===== src/rtl/fetch_pkg.sv =====
// Shared types and constants for the instruction fetch unit.
package fetch_pkg;

  // Request FSM: IDLE = no request, REQ = request whose response is kept,
  // DROP = request whose response is discarded after a redirect.
  typedef enum logic [1:0] {
    IDLE = 2'd0,
    REQ  = 2'd1,
    DROP = 2'd2
  } fetch_state_t;

  // Byte distance between consecutive instruction words.
  localparam int FETCH_STEP = 4;

  // Default fetch address after reset.
  localparam logic [31:0] DEFAULT_RESET_PC = 32'h0000_0000;

  // One buffered instruction together with the address it was fetched from.
  typedef struct packed {
    logic [31:0] pc;
    logic [31:0] instr;
  } fetch_entry_t;

endpackage


===== src/rtl/fetch_fifo.sv =====
// Small synchronous FIFO with registered head output and flush.
// Flush wins over push and pop; pop on empty is ignored; push when full is
// accepted only if a pop frees a slot on the same edge.
module fetch_fifo #(
  parameter int DEPTH = 2,
  parameter int WIDTH = 64
) (
  input  logic                       Clk,
  input  logic                       Reset,
  input  logic                       push,
  input  logic [WIDTH-1:0]           push_data,
  input  logic                       pop,
  input  logic                       flush,
  output logic                       full,
  output logic                       empty,
  output logic [$clog2(DEPTH):0]     count,
  output logic [WIDTH-1:0]           head_data
);

  localparam int PTR_W = $clog2(DEPTH);
  localparam int CNT_W = PTR_W + 1;

  logic [WIDTH-1:0] mem_reg [DEPTH];
  logic [PTR_W-1:0] rd_ptr_reg, rd_ptr_next;
  logic [PTR_W-1:0] wr_ptr_reg, wr_ptr_next;
  logic [CNT_W-1:0] count_reg, count_next;
  logic [WIDTH-1:0] head_reg, head_next;
  logic             do_push, do_pop;
  logic [DEPTH-1:0] wr_en;

  assign full  = (count_reg == CNT_W'(DEPTH));
  assign empty = (count_reg == '0);
  assign count = count_reg;
  assign head_data = head_reg;

  assign do_pop  = pop && !empty && !flush;
  assign do_push = push && !flush && (!full || do_pop);

  // Per-entry write enable decoded from the write pointer.
  for (genvar gi = 0; gi < DEPTH; gi++) begin : g_wr_en
    assign wr_en[gi] = do_push && (wr_ptr_reg == PTR_W'(gi));
  end

  // Next pointers, occupancy and the word that will sit at the head.
  always_comb begin
    rd_ptr_next = rd_ptr_reg;
    wr_ptr_next = wr_ptr_reg;
    count_next  = count_reg;
    head_next   = head_reg;
    if (flush) begin
      rd_ptr_next = '0;
      wr_ptr_next = '0;
      count_next  = '0;
    end else begin
      rd_ptr_next = rd_ptr_reg + PTR_W'(do_pop);
      wr_ptr_next = wr_ptr_reg + PTR_W'(do_push);
      count_next  = count_reg + CNT_W'(do_push) - CNT_W'(do_pop);
      // The head only changes when something remains; otherwise it holds
      // the last presented word. A write landing on the new read slot means
      // the FIFO drained to zero first, so the pushed word becomes the head.
      if (count_next != '0) begin
        if (do_push && (wr_ptr_reg == rd_ptr_next)) begin
          head_next = push_data;
        end else begin
          head_next = mem_reg[rd_ptr_next];
        end
      end
    end
  end

  // Storage array: written only, no reset needed.
  always_ff @(posedge Clk) begin
    for (int i = 0; i < DEPTH; i++) begin
      if (wr_en[i]) begin
        mem_reg[i] <= push_data;
      end
    end
  end

  // Pointer, count and head registers.
  always_ff @(posedge Clk or posedge Reset) begin
    if (Reset) begin
      rd_ptr_reg <= '0;
      wr_ptr_reg <= '0;
      count_reg  <= '0;
      head_reg   <= '0;
    end else begin
      rd_ptr_reg <= rd_ptr_next;
      wr_ptr_reg <= wr_ptr_next;
      count_reg  <= count_next;
      head_reg   <= head_next;
    end
  end

endmodule


===== src/rtl/instruction_fetch_unit.sv =====
// Instruction fetch unit: owns the fetch PC, requests words from
// instruction memory over req/ack, buffers them with their PCs and hands
// them to decode over valid/ready. A redirect flushes the buffer and drops
// any response still outstanding for the old path.
module instruction_fetch_unit
  import fetch_pkg::*;
#(
  parameter int              ADDR_W     = 32,
  parameter int              DATA_W     = 32,
  parameter int              FIFO_DEPTH = 2,
  parameter logic [ADDR_W-1:0] RESET_PC = ADDR_W'(DEFAULT_RESET_PC)
) (
  input  logic              Clk,
  input  logic              Reset,
  input  logic              Redirect,
  input  logic [ADDR_W-1:0] RedirectAddr,
  output logic              MemReq,
  output logic [ADDR_W-1:0] MemAddr,
  input  logic              MemAck,
  input  logic [DATA_W-1:0] MemRdata,
  output logic              InstrValid,
  output logic [DATA_W-1:0] Instr,
  output logic [ADDR_W-1:0] InstrPC,
  input  logic              InstrReady,
  output logic [ADDR_W-1:0] FetchPC
);

  localparam int CNT_W = $clog2(FIFO_DEPTH) + 1;

  fetch_state_t      state_reg, state_next;
  logic [ADDR_W-1:0] fetch_pc_reg, fetch_pc_next;
  logic [ADDR_W-1:0] mem_addr_reg, mem_addr_next;

  logic                     fifo_full, fifo_empty;
  logic [CNT_W-1:0]         fifo_count;
  logic [ADDR_W+DATA_W-1:0] fifo_head;

  logic              push_fire, pop_fire, full_after;
  logic [ADDR_W-1:0] redirect_pc, pc_plus_step;

  assign redirect_pc  = {RedirectAddr[ADDR_W-1:2], 2'b00};
  assign pc_plus_step = fetch_pc_reg + ADDR_W'(FETCH_STEP);

  // A kept response is pushed only outside a redirect; a redirect also
  // suppresses the pop because the whole buffer is being discarded.
  assign push_fire  = (state_reg == REQ) && MemAck && !Redirect;
  assign pop_fire   = !fifo_empty && InstrReady && !Redirect;
  assign full_after = (fifo_count + CNT_W'(push_fire) - CNT_W'(pop_fire))
                      == CNT_W'(FIFO_DEPTH);

  // Next-state, next fetch PC and next request address.
  always_comb begin
    state_next    = state_reg;
    fetch_pc_next = fetch_pc_reg;
    mem_addr_next = mem_addr_reg;
    case (state_reg)
      IDLE: begin
        if (Redirect) begin
          fetch_pc_next = redirect_pc;
          mem_addr_next = redirect_pc;
          state_next    = REQ;
        end else if (!fifo_full || pop_fire) begin
          mem_addr_next = fetch_pc_reg;
          state_next    = REQ;
        end
      end
      REQ: begin
        if (Redirect) begin
          fetch_pc_next = redirect_pc;
          if (MemAck) begin
            // The acked word belongs to the old path; start the new one.
            mem_addr_next = redirect_pc;
            state_next    = REQ;
          end else begin
            // The request cannot be retracted; wait for it and discard it.
            state_next = DROP;
          end
        end else if (MemAck) begin
          fetch_pc_next = pc_plus_step;
          if (full_after) begin
            state_next = IDLE;
          end else begin
            mem_addr_next = pc_plus_step;
          end
        end
      end
      DROP: begin
        if (Redirect) begin
          fetch_pc_next = redirect_pc;
        end
        if (MemAck) begin
          mem_addr_next = Redirect ? redirect_pc : fetch_pc_reg;
          state_next    = REQ;
        end
      end
      default: begin
        state_next = IDLE;
      end
    endcase
  end

  // FSM, fetch PC and request address registers.
  always_ff @(posedge Clk or posedge Reset) begin
    if (Reset) begin
      state_reg    <= IDLE;
      fetch_pc_reg <= RESET_PC;
      mem_addr_reg <= RESET_PC;
    end else begin
      state_reg    <= state_next;
      fetch_pc_reg <= fetch_pc_next;
      mem_addr_reg <= mem_addr_next;
    end
  end

  fetch_fifo #(
    .DEPTH (FIFO_DEPTH),
    .WIDTH (ADDR_W + DATA_W)
  ) u_fifo (
    .Clk       (Clk),
    .Reset     (Reset),
    .push      (push_fire),
    .push_data ({mem_addr_reg, MemRdata}),
    .pop       (InstrReady),
    .flush     (Redirect),
    .full      (fifo_full),
    .empty     (fifo_empty),
    .count     (fifo_count),
    .head_data (fifo_head)
  );

  assign MemReq     = (state_reg != IDLE);
  assign MemAddr    = mem_addr_reg;
  assign FetchPC    = fetch_pc_reg;
  assign InstrValid = !fifo_empty;
  assign InstrPC    = fifo_head[ADDR_W+DATA_W-1:DATA_W];
  assign Instr      = fifo_head[DATA_W-1:0];

endmodule


===== config.mk =====
export PLATFORM = sky130hd
export DESIGN_NAME = instruction_fetch_unit
export DESIGN_NICKNAME = d
export VERILOG_FILES = /design/src/rtl/fetch_pkg.sv /design/src/rtl/fetch_fifo.sv /design/src/rtl/instruction_fetch_unit.sv
export SDC_FILE = /design/constraint.sdc
export NUM_CORES = 1
export LEC_CHECK = 0
export CORE_ASPECT_RATIO = 0.8
export CORE_MARGIN = 5
export CORE_UTILIZATION = 54
export CTS_CLUSTER_DIAMETER = 50
export CTS_CLUSTER_SIZE = 12
export DETAILED_ROUTE_END_ITERATION = 6
export PLACE_DENSITY = 0.92
export RECOVER_POWER = 25
export SLEW_MARGIN = 40
export SYNTH_ARGS = -nofsm -noshare
export SYNTH_HDL_FRONTEND = slang
export SYNTH_SLANG_ARGS = --single-unit

===== constraint.sdc =====
create_clock -name Clk -period 4.9 [get_ports Clk]
set_clock_uncertainty 0.05 [all_clocks]
set_input_delay 0.98 -clock Clk [delete_from_list [all_inputs] [get_ports Clk]]
set_output_delay 0.98 -clock Clk [all_outputs]
set_load 0.05 [all_outputs]

-- Word-level counts from Yosys, hierarchy flattened
Memories as Yosys holds them, arrays and structs flattened.
Index checks and enable logic that the tools add are counted.
- register bits: 134
- memory bits (writable): 128
- bits of input ports: 69
- output and inout bits: 130
- logic and storage cells: 84
- memories: 1
- memory list (name ; words ; bits a word ; read ports ; clocked after Yosys merged registers in ; wr ports ; line ; source):
    u_fifo.mem_reg ; 2 ; 64 ; 1 ; 0 ; 1 ; fetch_fifo.sv:23 ; logic [WIDTH-1:0] mem_reg [DEPTH];
- add/sub/neg operators: 7
- equality and inequality tests: 11
- muxes and demuxes: 31
- bitwise gates (word level): 2
- reduce and logical (&&, ||, !) cells: 25
- operator list (operator ; number):
    $mux W32 ; 10
    $mux W64 ; 2
    $pmux W32 S3 ; 1
    $pmux W32 S2 ; 1
    $reduce_or A64 Y1 ; 1
    $add A32 B3 Y32 const B ; 1
    $mux W2 ; 8
    $ne A3 B3 Y1 const B ; 4
    $logic_and A1 B1 Y1 ; 9
    $mux W1 ; 8
    $eq A2 B2 Y1 const B ; 3
    $pmux W2 S3 ; 1
    $reduce_bool A2 Y1 ; 3
    $reduce_and A5 Y1 ; 1
    $add A2 B1 Y2 ; 2
    $logic_not A2 Y1 ; 2
    $ne A2 B2 Y1 const B ; 2
    $reduce_and A2 Y1 ; 2
    $reduce_and A4 Y1 ; 1
    $sub A2 B1 Y2 ; 2
    $logic_not A1 Y1 ; 3
    $reduce_bool A3 Y1 ; 1
    $add A1 B1 Y1 ; 2
    $eq A2 B1 Y1 const B ; 1
    other kinds (4) ; 5

-- Depth between registers and ports, before layout
Gate-level depths: netlist (run 1).
- word-level depth: 11
- mapped depth: 14
- depth with buffers taken out: 10

-- By module
From an unflattened synthesis (run 1), not the netlist that was laid out.
- cell total of the unflattened synthesis: 1135
- area, all modules: 13103.8 um2
- modules (own cells, without submodules) (module ; times used ; cells each ; area an instance (um2) ; seq. area each (um2)):
    fetch_fifo ; 1 ; 598 ; 8663.3 ; 5545.3
    instruction_fetch_unit ; 1 ; 537 ; 4440.5 ; 1651.6

-- Worst setup path after synthesis (run 1)
Ideal clock, no wire load.
- path kind: input port to flip-flop
- start point: input port Redirect
- end point: memory u_fifo.mem_reg[1][0] (enable)
- arrival time: 3.104 ns
- slack: 1.317 ns
- stages on the path: 5
- cell sequence: nand2b_1 > nor2_1 > o21ai_1 > inv_1 > ha_1
- cells in the longest elaborated chain, start to end: 9
- RTL lines (what ; line ; source):
    start: declaration ; instruction_fetch_unit.sv:15 ; input logic Redirect,
    $logic_not A1 Y1 (*) ; fetch_fifo.sv:36, fetch_fifo.sv:37, instruction_fetch_unit.sv:46 ;
    $logic_and A1 B1 Y1, on equally long branches ; instruction_fetch_unit.sv:46, fetch_fifo.sv:36 ;
    $logic_and A1 B1 Y1 or $logic_or A1 B1 Y1 (tied branches) ; fetch_fifo.sv:37 ; assign do_push = push && !flush && (!full || do_pop);
    $logic_and A1 B1 Y1 (*) ; fetch_fifo.sv:37 ;
    $logic_and A1 B1 Y1 (*) ; fetch_fifo.sv:41 ; assign wr_en[gi] = do_push && (wr_ptr_reg == PTR_W'(gi));
    named net u_fifo.wr_en[1] ; fetch_fifo.sv:29 ; logic [DEPTH-1:0] wr_en;
    $mux W1 (*) ; fetch_fifo.sv:74 ; if (wr_en[i]) begin
    $mux W1 (not written as such) (*) ; fetch_fifo.sv:75 ; mem_reg[i] <= push_data;
    $reduce_or A64 Y1 (no source line) ; -- ;
    $mux W1 (no source line) ; -- ;
    end: declaration ; fetch_fifo.sv:23 ;
Mark *: on every way through the listed nets, which the timed path passes. The rest lies on a longest branch.

-- Final worst setup path (run 1)
- start point: input port MemAck
- end point: register u_fifo.head_reg[60] (netlist: u_fifo.head_data[60])
- cells in the longest elaborated chain, start to end: 8
- RTL lines (what ; line ; source):
    start: declaration ; instruction_fetch_unit.sv:19 ; input logic MemAck,
    $logic_and A1 B1 Y1 (*) (2 in series) ; instruction_fetch_unit.sv:46 ; assign push_fire = (state_reg == REQ) && MemAck && !Redirect;
    $logic_and A1 B1 Y1 (*) (2 in series) ; fetch_fifo.sv:37 ;
    $add A2 B1 Y2 ; fetch_fifo.sv:57 ; count_next = count_reg + CNT_W'(do_push) - CNT_W'(do_pop);
    $sub A2 B1 Y2 ; fetch_fifo.sv:57 ;
    $reduce_bool A2 Y1 ; fetch_fifo.sv:61 ; if (count_next != '0) begin
    $reduce_and A2 Y1 (no source line) ; -- ;
    end signal: assignment ; fetch_fifo.sv:91 ; head_reg <= head_next;
    end: declaration ; fetch_fifo.sv:27 ; logic [WIDTH-1:0] head_reg, head_next;
Mark *: on every way between the ends. The rest lies on a longest branch, timed or not.
A chain may end at the register's enable or synchronous reset.

==> flow_summary.ini, run 1 <==
[hold_path]
min_path_type = reg2reg

[yosys]
synth.yosys.warnings = 0
synthFlopType = dfrtp_1
ys_types = 75
synth_fa_ha_area_share_pct = 0.494
synth-xor-area-share_pct = 0.929
synth-compound-area-share_pct = 14.6
synth_top_family_by_area = compound AO/OA/AOI/OAI gates
syn_area_sq_um = 12700
synth_seq_area_share_pct = 56.9
synth_cells = 1074
synth-simple-area-share_pct = 11.9
async_reset_ff_share_pct = 51.1
yosysTopAreaCell = edfxtp_1
synthMuxAreaShare_pct = 9.47
synth_nets = 1148
syn_area_per_cell_sq_um = 11.8
synth_top_area_share_pct = 30.4
synth_edf_count = 128
synth.area.top_cells = edfxtp_1, dfrtp_1, mux2i_1
synth-seq-cells = 262

[power_and_ir_drop]
power.density_nw_per_um2 = 551
p_leak_nw = 6.44
vdd_drop_max_uv = 297

[clock_tree]
cts_post_setup_buffers_inserted = 0
clkLatencyLatePin_ns = 0.55
clock_path_buffers = 3
cts_max_level = 1
cts_tree = built
clk_pin_slew_ns = 0.06
cts_buffers = 30
hold_buffers = 0
clock-root-buffer = clkbuf_16
cts-resized-gates = 0
cts.sink_count = 262

[floorplan]
io_pins = 199
fp.dieH_um = 147
rows = 50
core_area_sq_um = 23200
die_area_sq_um = 26600
die_w_um = 181
initial_core_util_pct = 54.5

[detailed_routing]
met1_length_um = 14100
top_layer_used = met4
firstDrtPassIters = 5
route.detailed.drc = 0
met2_length_um = 15500
first_iter_violations = 1021
avgRoutedWirePerCell_um = 21.5
vias_per_cell = 6.08
antenna_left = 0
dr_wl_met3_um = 3470
drt_wl_total_um = 34000
vias = 9624

[outcome]
violations = capacitance limit, slew limit
outcome = finished with violations

[setup_path]
required_ns = 5.29
cp.arrival_ns = 4.17
cp_max_fo = 64
cp-end-kind = flip-flop
cpPeakStageDelay_ns = 0.61
critPathSlowestCell = clkdlybuf4s50_1
crit_chain = clkdlybuf4s50_1 > nand2b_1 > nor2_1 > o21ai_1 > inv_1 > ha_1 > inv_1 > a211o_1 > nand3_4 > buf_4 > nor2_1 > a221oi_2
worst-setup-path-type = in2reg
critPathLaunchType = input port

[place]
gp_congestion = 0.913
io_buffers = 196
hpwlAfterDp_um = 22500
dp_slack_ns = 0.656
placed_cells = 1526

[final_layout]
n_fill_cell = 1612
area_delta_synth_final_pct = 25.2
drive_above_1_share_pct = 12.8
nets = 1320
fin_cells = 1582
largest_register_ffs = 128

[global_routing]
grt_overflow_total = 0
antenna_found_initial = 1
grt_max_degree = 77
grt_pass1_wl_um = 54100
gr-usage-all-layers_pct = 24.9
grt_pass1_vias = 9557

[sta]
worst_slew_pin_slew_ns = 3.17
rsz0062_at_grt = no
finalCritPeriodShare_pct = 77.1
finalSetupTns_ns = 0
report.final.slew_viol_count = 62
final.min_clock_period_ns = 3.78
finalHoldViolations = 0
max_freq_ghz = 0.265
fin_hold_ws_ns = 0.440
setup_viol = 0
relSlewSlack_pct = -112
layout_setup_ws_ns = 1.12

[run]
drv_cap = 1
==> final cells by class <==
| type | count | area, sq um | area share (%) |
|---|---|---|---|
| diodes | 1 | 2.50 | 0.0158 |
| clock buffers | 46 | 852 | 5.38 |
| clock inverters | 9 | 71.3 | 0.450 |
| inverters | 84 | 317 | 2.00 |
| multi-input cells | 649 | 4810 | 30.3 |
| flip-flops and latches | 262 | 7200 | 45.4 |
| well taps | 312 | 390 | 2.46 |
| repair buffers | 219 | 2210 | 14.0 |
==> synthesized netlist by cell type (10+ instances only) <==
master,count
buf_2,24
a221oi_2,51
nand2b_1,13
inv_1,83
o21ai_0,49
nand2_1,60
nor2_1,105
nor4_1,18
mux2_2,21
dfrtp_1,134
clkbuf_1,28
edfxtp_1,128
a21oi_1,22
mux2i_1,95
buf_4,18
nor3_1,19
nand3_1,29
nand4_1,15
a221oi_1,15
a31oi_1,10
==> kinds of logic after synthesis <==
group,Yosys count
buffers and inverters,163
flip-flops,262
XOR/XNOR,11
AND/OR/NAND/NOR,304
multiplexers,117
adder cells (fa/ha/maj),5
AO/OA/AOI/OAI,212
==> stage by stage <==
stage / area [sq um] / utilization (%) / power [mW]
floorplan: 12700 / - / 5.43
global placement: 14900 / 64.1 / 6.54
detailed placement: 14900 / 64.3 / 6.64
CTS: 15800 / 68.2 / 8.76
global route: 15800 / 68.3 / 9.08
finish: 15800 / 68.3 / 8.72
==> critical path, delay by kind of cell <==
| family | cells | cell delay (ns) |
|---|---|---|
| AOI/OAI and AO/OA | 3 | 0.80 |
| adders and majority gates | 1 | 0.18 |
| and+or+nand+nor | 4 | 0.63 |
| buffers and inverters | 4 | 1.50 |
==> final timing paths <==
check	start	slack (ns)	end	cells after the start
hold reg to reg	MemAddr[15]	0.44	u_fifo.mem_reg[0][47]	0
setup / recovery	MemAck	1.12	u_fifo.head_data[60]	12
max in group asynchronous	Reset	1.62	u_fifo.head_data[30]	2
setup reg to reg	u_fifo.count[0]	1.75	u_fifo.head_data[60]	10
min in group asynchronous	Reset	1.77	u_fifo.head_data[2]	2
hold / removal	MemAddr[15]	0.44	u_fifo.mem_reg[0][47]	0
==> where the power goes <==
| group | leakage, nW | switching [mW] | internal, mW |
|---|---|---|---|
| sequential | 2.73 | 0.407 | 2.79 |
| clock | 0.447 | 0.890 | 1.21 |
| combinational | 3.26 | 2.28 | 1.15 |
==> per-layer routing <==
layer,track usage [%],up-vias
li1,-,4320
met1,35.7,4740
met2,38.7,495
met3,6.26,69
met4,6.15,0
met5,0,-
==> layout by cell type (no fill, tap or decap), types with 15 or more instances in the layout <==
cell / count
nand4_1: 15
nand2_1: 60
nor4_1: 16
clkbuf_16: 31
inv_1: 82
nor2_1: 105
a21oi_1: 21
dfrtp_1: 134
edfxtp_1: 128
mux2_2: 21
o21ai_0: 49
dlygate4sd3_1: 33
nand3_1: 28
a221oi_1: 15
nor3_1: 19
a221oi_2: 51
buf_4: 16
mux2i_1: 95
clkdlybuf4s50_1: 162
Power figures use the tool's default switching activity.
==> run 2, diff against run 1 <==
CORE_UTILIZATION = 49   (was 54)
PLACE_DENSITY = 0.89   (was 0.92)
clock period = 3.1 ns   (was 4.9 ns; I/O delays follow)
==> flow_summary.ini, run 2 (synthesis gave the netlist of run 1 again) <==
[power_and_ir_drop]
p_leak_nw = 6.70
vdd_drop_max_uv = 520
power.density_nw_per_um2 = 860

[place]
dpl-instance-area_sq_um = 15400
io_buffers = 196
hpwlAfterDp_um = 24000
gp_congestion = 0.935

[floorplan]
die_w_um = 190
io_pins = 199
initial_core_util_pct = 49.9
fp.dieH_um = 154
die_area_sq_um = 29200
core_area_sq_um = 25400
rows = 52

[clock_tree]
cts_buffers = 30
clock-root-buffer = clkbuf_16
clk_pin_slew_ns = 0.06
hold_buffers = 0
cts.sink_count = 262
cts_tree = built
cts-resized-gates = 0
clock_path_buffers = 3
clkLatencyLatePin_ns = 0.54
cts_post_setup_buffers_inserted = 0
cts_max_level = 1

[detailed_routing]
firstDrtPassIters = 5
antenna_left = 0
vias = 9748
first_iter_violations = 966
route.detailed.drc = 0
drt_wl_total_um = 35100
avgRoutedWirePerCell_um = 21.5
vias_per_cell = 5.97

[global_routing]
grt_overflow_total = 0
antenna_found_initial = 0
grt_pass1_wl_um = 55400
grt_pass1_vias = 9628
gr-usage-all-layers_pct = 23.6
grt_max_degree = 135

[setup_path]
critPathSlowestCell = buf_4
required_ns = 2.43
critPathTopFamily = buffers and inverters
cp.depth = 4
crit_chain = buf_4 > inv_2 > nand2_1 > buf_12
rr_worst_depth = 5
cp_max_fo = 51
crit_buf_inv = 3
cp-end-kind = primary output
cpPeakStageDelay_ns = 0.51
cp.arrival_ns = 2.21
worst-setup-path-type = reg2out
critPathLaunchType = flip-flop

[sta]
rsz0062_at_grt = no
relSlewSlack_pct = -31.5
setup_viol = 0
fin_hold_ws_ns = 0.294
worst_slew_pin_slew_ns = 1.97
report.final.slew_viol_count = 71
finalHoldViolations = 0
finalSetupTns_ns = 0
final.min_clock_period_ns = 2.88
max_freq_ghz = 0.348
finalCritPeriodShare_pct = 92.7

[outcome]
violations = capacitance limit, slew limit
outcome = finished with violations

[final_layout]
layout.cells.most_common = clkdlybuf4s50_1
area_delta_synth_final_pct = 29.3
nets = 1359
largest_register_ffs = 128
diodes = 0
stdcell_area_sq_um = 16400
drive_above_1_share_pct = 15.3
final_cell_mix = clkdlybuf4s50_1, dfrtp_1, edfxtp_1, nor2_1, mux2i_1

[run]
drv_cap = 1

[hold_path]
hold_depth = 2
min_path_type = in2reg
[run 2: cell types whose count changed in the layout (fill, tap and decap cells not counted), sizes merged]
| cell | change |
|---|---|
| inv | -3 |
| clkinv | +2 |
| clkdlybuf4s50 | -1 |
| diode | -1 |
| bufinv | +2 |
| buf | +39 |
[run 2: final cells by class]
cell class | instances | area (sq um)
Fill cell | 1854 | 9020
Sequential cell | 262 | 7200
Multi-Input combinational cell | 649 | 4800
Timing Repair Buffer | 258 | 2680
Clock buffer | 45 | 838
Tap cell | 324 | 405
Inverter | 84 | 319
Clock inverter | 10 | 126
[run 2: power breakdown]
part / switching, mW / internal [mW] / total [mW]
Clock: 1.41 / 2.05 / 3.46
Combinational: 3.65 / 1.91 / 5.56
Sequential: 0.647 / 4.40 / 5.05
[run 2: worst reg2reg max path, cell delays in order, from the launching register on]
cell and delay [ns]:
dfrtp_1 0.62, and4_1 0.33, nand3_1 0.41, nor3_1 0.63, nand4_1 0.17, a22o_1 0.26
[run 2: through the flow]
| step | std cells | power [mW] | util, % | setup slack, ns |
|---|---|---|---|---|
| 3_5_place_dp | 1576 | 10.6 | 60.6 | -0.0272 |
| 5_1_grt | 1632 | 14.6 | 64.5 | 0.150 |
| 6_report | 1632 | 14.1 | 64.5 | 0.225 |
| 4_1_cts | 1631 | 14.1 | 64.4 | 0.275 |
| 2_1_floorplan | 1074 | 8.59 | - | -0.123 |
| 3_3_place_gp | 1576 | 10.5 | 60.6 | 0.00864 |
[run 2: final timing paths]
check | from | endpoint | slack (ns)
min in group asynchronous | Reset | u_fifo.head_data[31] | 1.18
max in group asynchronous | Reset | MemAddr[23] | 0.57
setup reg to reg | FetchPC[9] | FetchPC[23] | 0.52
setup / recovery | state_reg[0] | MemReq | 0.22
hold / removal | Redirect | u_fifo.wr_ptr_reg | 0.29
hold reg to reg | MemAddr[23] | u_fifo.mem_reg[0][55] | 0.43
[run 2: layer usage]
layer  routed length [um]  track usage, %  vias to the layer above
met3                 3160            5.08                       71
li1                     -               -                     4393
met2                16100            37.5                      460
met5                    0               0                        -
met4                  882            5.72                        0
met1                14900            33.4                     4824
==> run 3, diff against run 2 <==
CORE_UTILIZATION = 54   (was 49)
CTS_CLUSTER_SIZE = 8   (was 12)
PLACE_DENSITY = 0.92   (was 0.89)
SLEW_MARGIN = 20   (was 40)
clock period = 2.7 ns   (was 3.1 ns; I/O delays follow)
==> flow_summary.ini, run 3 (synthesis gave the netlist of run 1 again) <==
[detailed_routing]
route.detailed.drc = 5
first_iter_violations = 1501
avgRoutedWirePerCell_um = 22.9
drt_wl_total_um = 38000
vias_per_cell = 6.27
antenna_left = 0
firstDrtPassIters = 7
vias = 10400

[final_layout]
layout.cells.most_common = clkdlybuf4s50_1
register_area_sq_um = 7200
area_delta_synth_final_pct = 32.8
drive_above_1_share_pct = 17.1
stdcell_area_sq_um = 16800
final_cell_mix = clkdlybuf4s50_1, dfrtp_1, edfxtp_1, nor2_1, mux2i_1
largest_register_ffs = 128
diodes = 0
fin_util_pct = 72.4
nets = 1390
multi_input_area_sq_um = 4800
n_fill_cell = 1452
fin_cells = 1658

[place]
io_buffers = 196
gp_congestion = 0.939
hpwlAfterDp_um = 24600
dpl-instance-area_sq_um = 15500
placed_cells = 1586

[outcome]
outcome = finished with violations
violations = DRC

[global_routing]
grtUsageMet3_pct = 7.00
grt_pass1_vias = 10700
met2_usage_pct = 45.7
antenna_found_initial = 1
grt_pass1_wl_um = 60600
grt_max_degree = 74
use_met1_pct = 38.4
gr-usage-all-layers_pct = 28.4
grt_overflow_total = 0
busiest_layer = met2

[sta]
fin_hold_ws_ns = 0.353
finalHoldViolations = 0
finalCritPeriodShare_pct = 97.4
max_freq_ghz = 0.380
final.min_clock_period_ns = 2.63
setup_viol = 0
report.final.slew_viol_count = 0
worst_slew_pin_slew_ns = 0.930
relSlewSlack_pct = 38.0

[clock_tree]
cts_tree = built
clock_path_buffers = 3
cts_post_setup_buffers_inserted = 0
cts.sink_count = 262
cts_buffers = 40
cts_max_level = 2
clkLatencyLatePin_ns = 0.52
hold_buffers = 0
clk_pin_slew_ns = 0.05
clock-root-buffer = clkbuf_16
cts-resized-gates = 0

[floorplan]
die_w_um = 181
die_area_sq_um = 26600
fp.dieH_um = 147
rows = 50
io_pins = 199
initial_core_util_pct = 54.5
core_area_sq_um = 23200

[setup_path]
cp.depth = 1
cp-end-kind = primary output
cp.arrival_ns = 2.04
required_ns = 2.11
cp_max_fo = 15
cpPeakStageDelay_ns = 0.91
rr_worst_depth = 13
r2r_setup_slack_ns = 0.21
worst-setup-path-type = reg2out
crit_chain = clkdlybuf4s50_1
critPathTopFamily = buffers and inverters
critPathLaunchType = flip-flop
critPathSlowestCell = clkdlybuf4s50_1
crit_buf_inv = 1

[power_and_ir_drop]
p_leak_nw = 6.96
p_total_mw = 17.3
vdd_drop_max_uv = 605
power.density_nw_per_um2 = 1030

[hold_path]
hold_depth = 3
min_path_type = in2reg

[run]
drv_cap = 0
-- run 3: metal layers --
metal / part of all wire, % / vias to the layer above
li1: - / 4465
met1: 39 / 5096
met2: 47 / 701
met3: 10 / 137
met4: 3.3 / 2
met5: 0.053 / -
-- run 3: final cells by class --
| type | count | area share (%) |
|---|---|---|
| clock buffer | 68 | 7.01 |
| multi-input combinational | 649 | 28.6 |
| clock inverter | 4 | 0.484 |
| timing repair buffer | 279 | 16.9 |
| inverter | 84 | 1.88 |
| sequential | 262 | 42.8 |
| tap | 312 | 2.32 |
-- run 3: worst paths after layout --
check                        startpoint                    end
min in group asynchronous         Reset   u_fifo.head_data[43]
hold / removal                 Redirect      u_fifo.rd_ptr_reg
setup / recovery            FetchPC[19]            FetchPC[19]
max in group asynchronous         Reset            MemAddr[24]
hold reg to reg             MemAddr[21]  u_fifo.mem_reg[0][53]
setup reg to reg           state_reg[1]   u_fifo.head_data[22]
-- run 3: stage by stage --
| step | setup WS [ns] | TNS, ns |
|---|---|---|
| after floorplan | -0.517 | -66.23 |
| after global placement | -0.368 | -25.44 |
| after detailed placement | -0.436 | -31.88 |
| after CTS | 0.0461 | 0 |
| after global routing | -0.0240 | -0.0240 |
| final | 0.0710 | 0 |
-- run 3: tightest hold or removal path, delay by kind of cell --
kind | cells | cell delay (ns)
and+or+nand+nor | 1 | 0.04
buffers and inverters | 2 | 0.29
-- run 3: report_power, final --
part	switching [mW]	leakage [nW]	internal, mW	total (mW)
sequential	0.749	2.73	5.06	5.81
combinational	4.30	3.62	2.24	6.54
clock	1.78	0.605	3.14	4.92
total	6.84	6.96	10.4	17.3
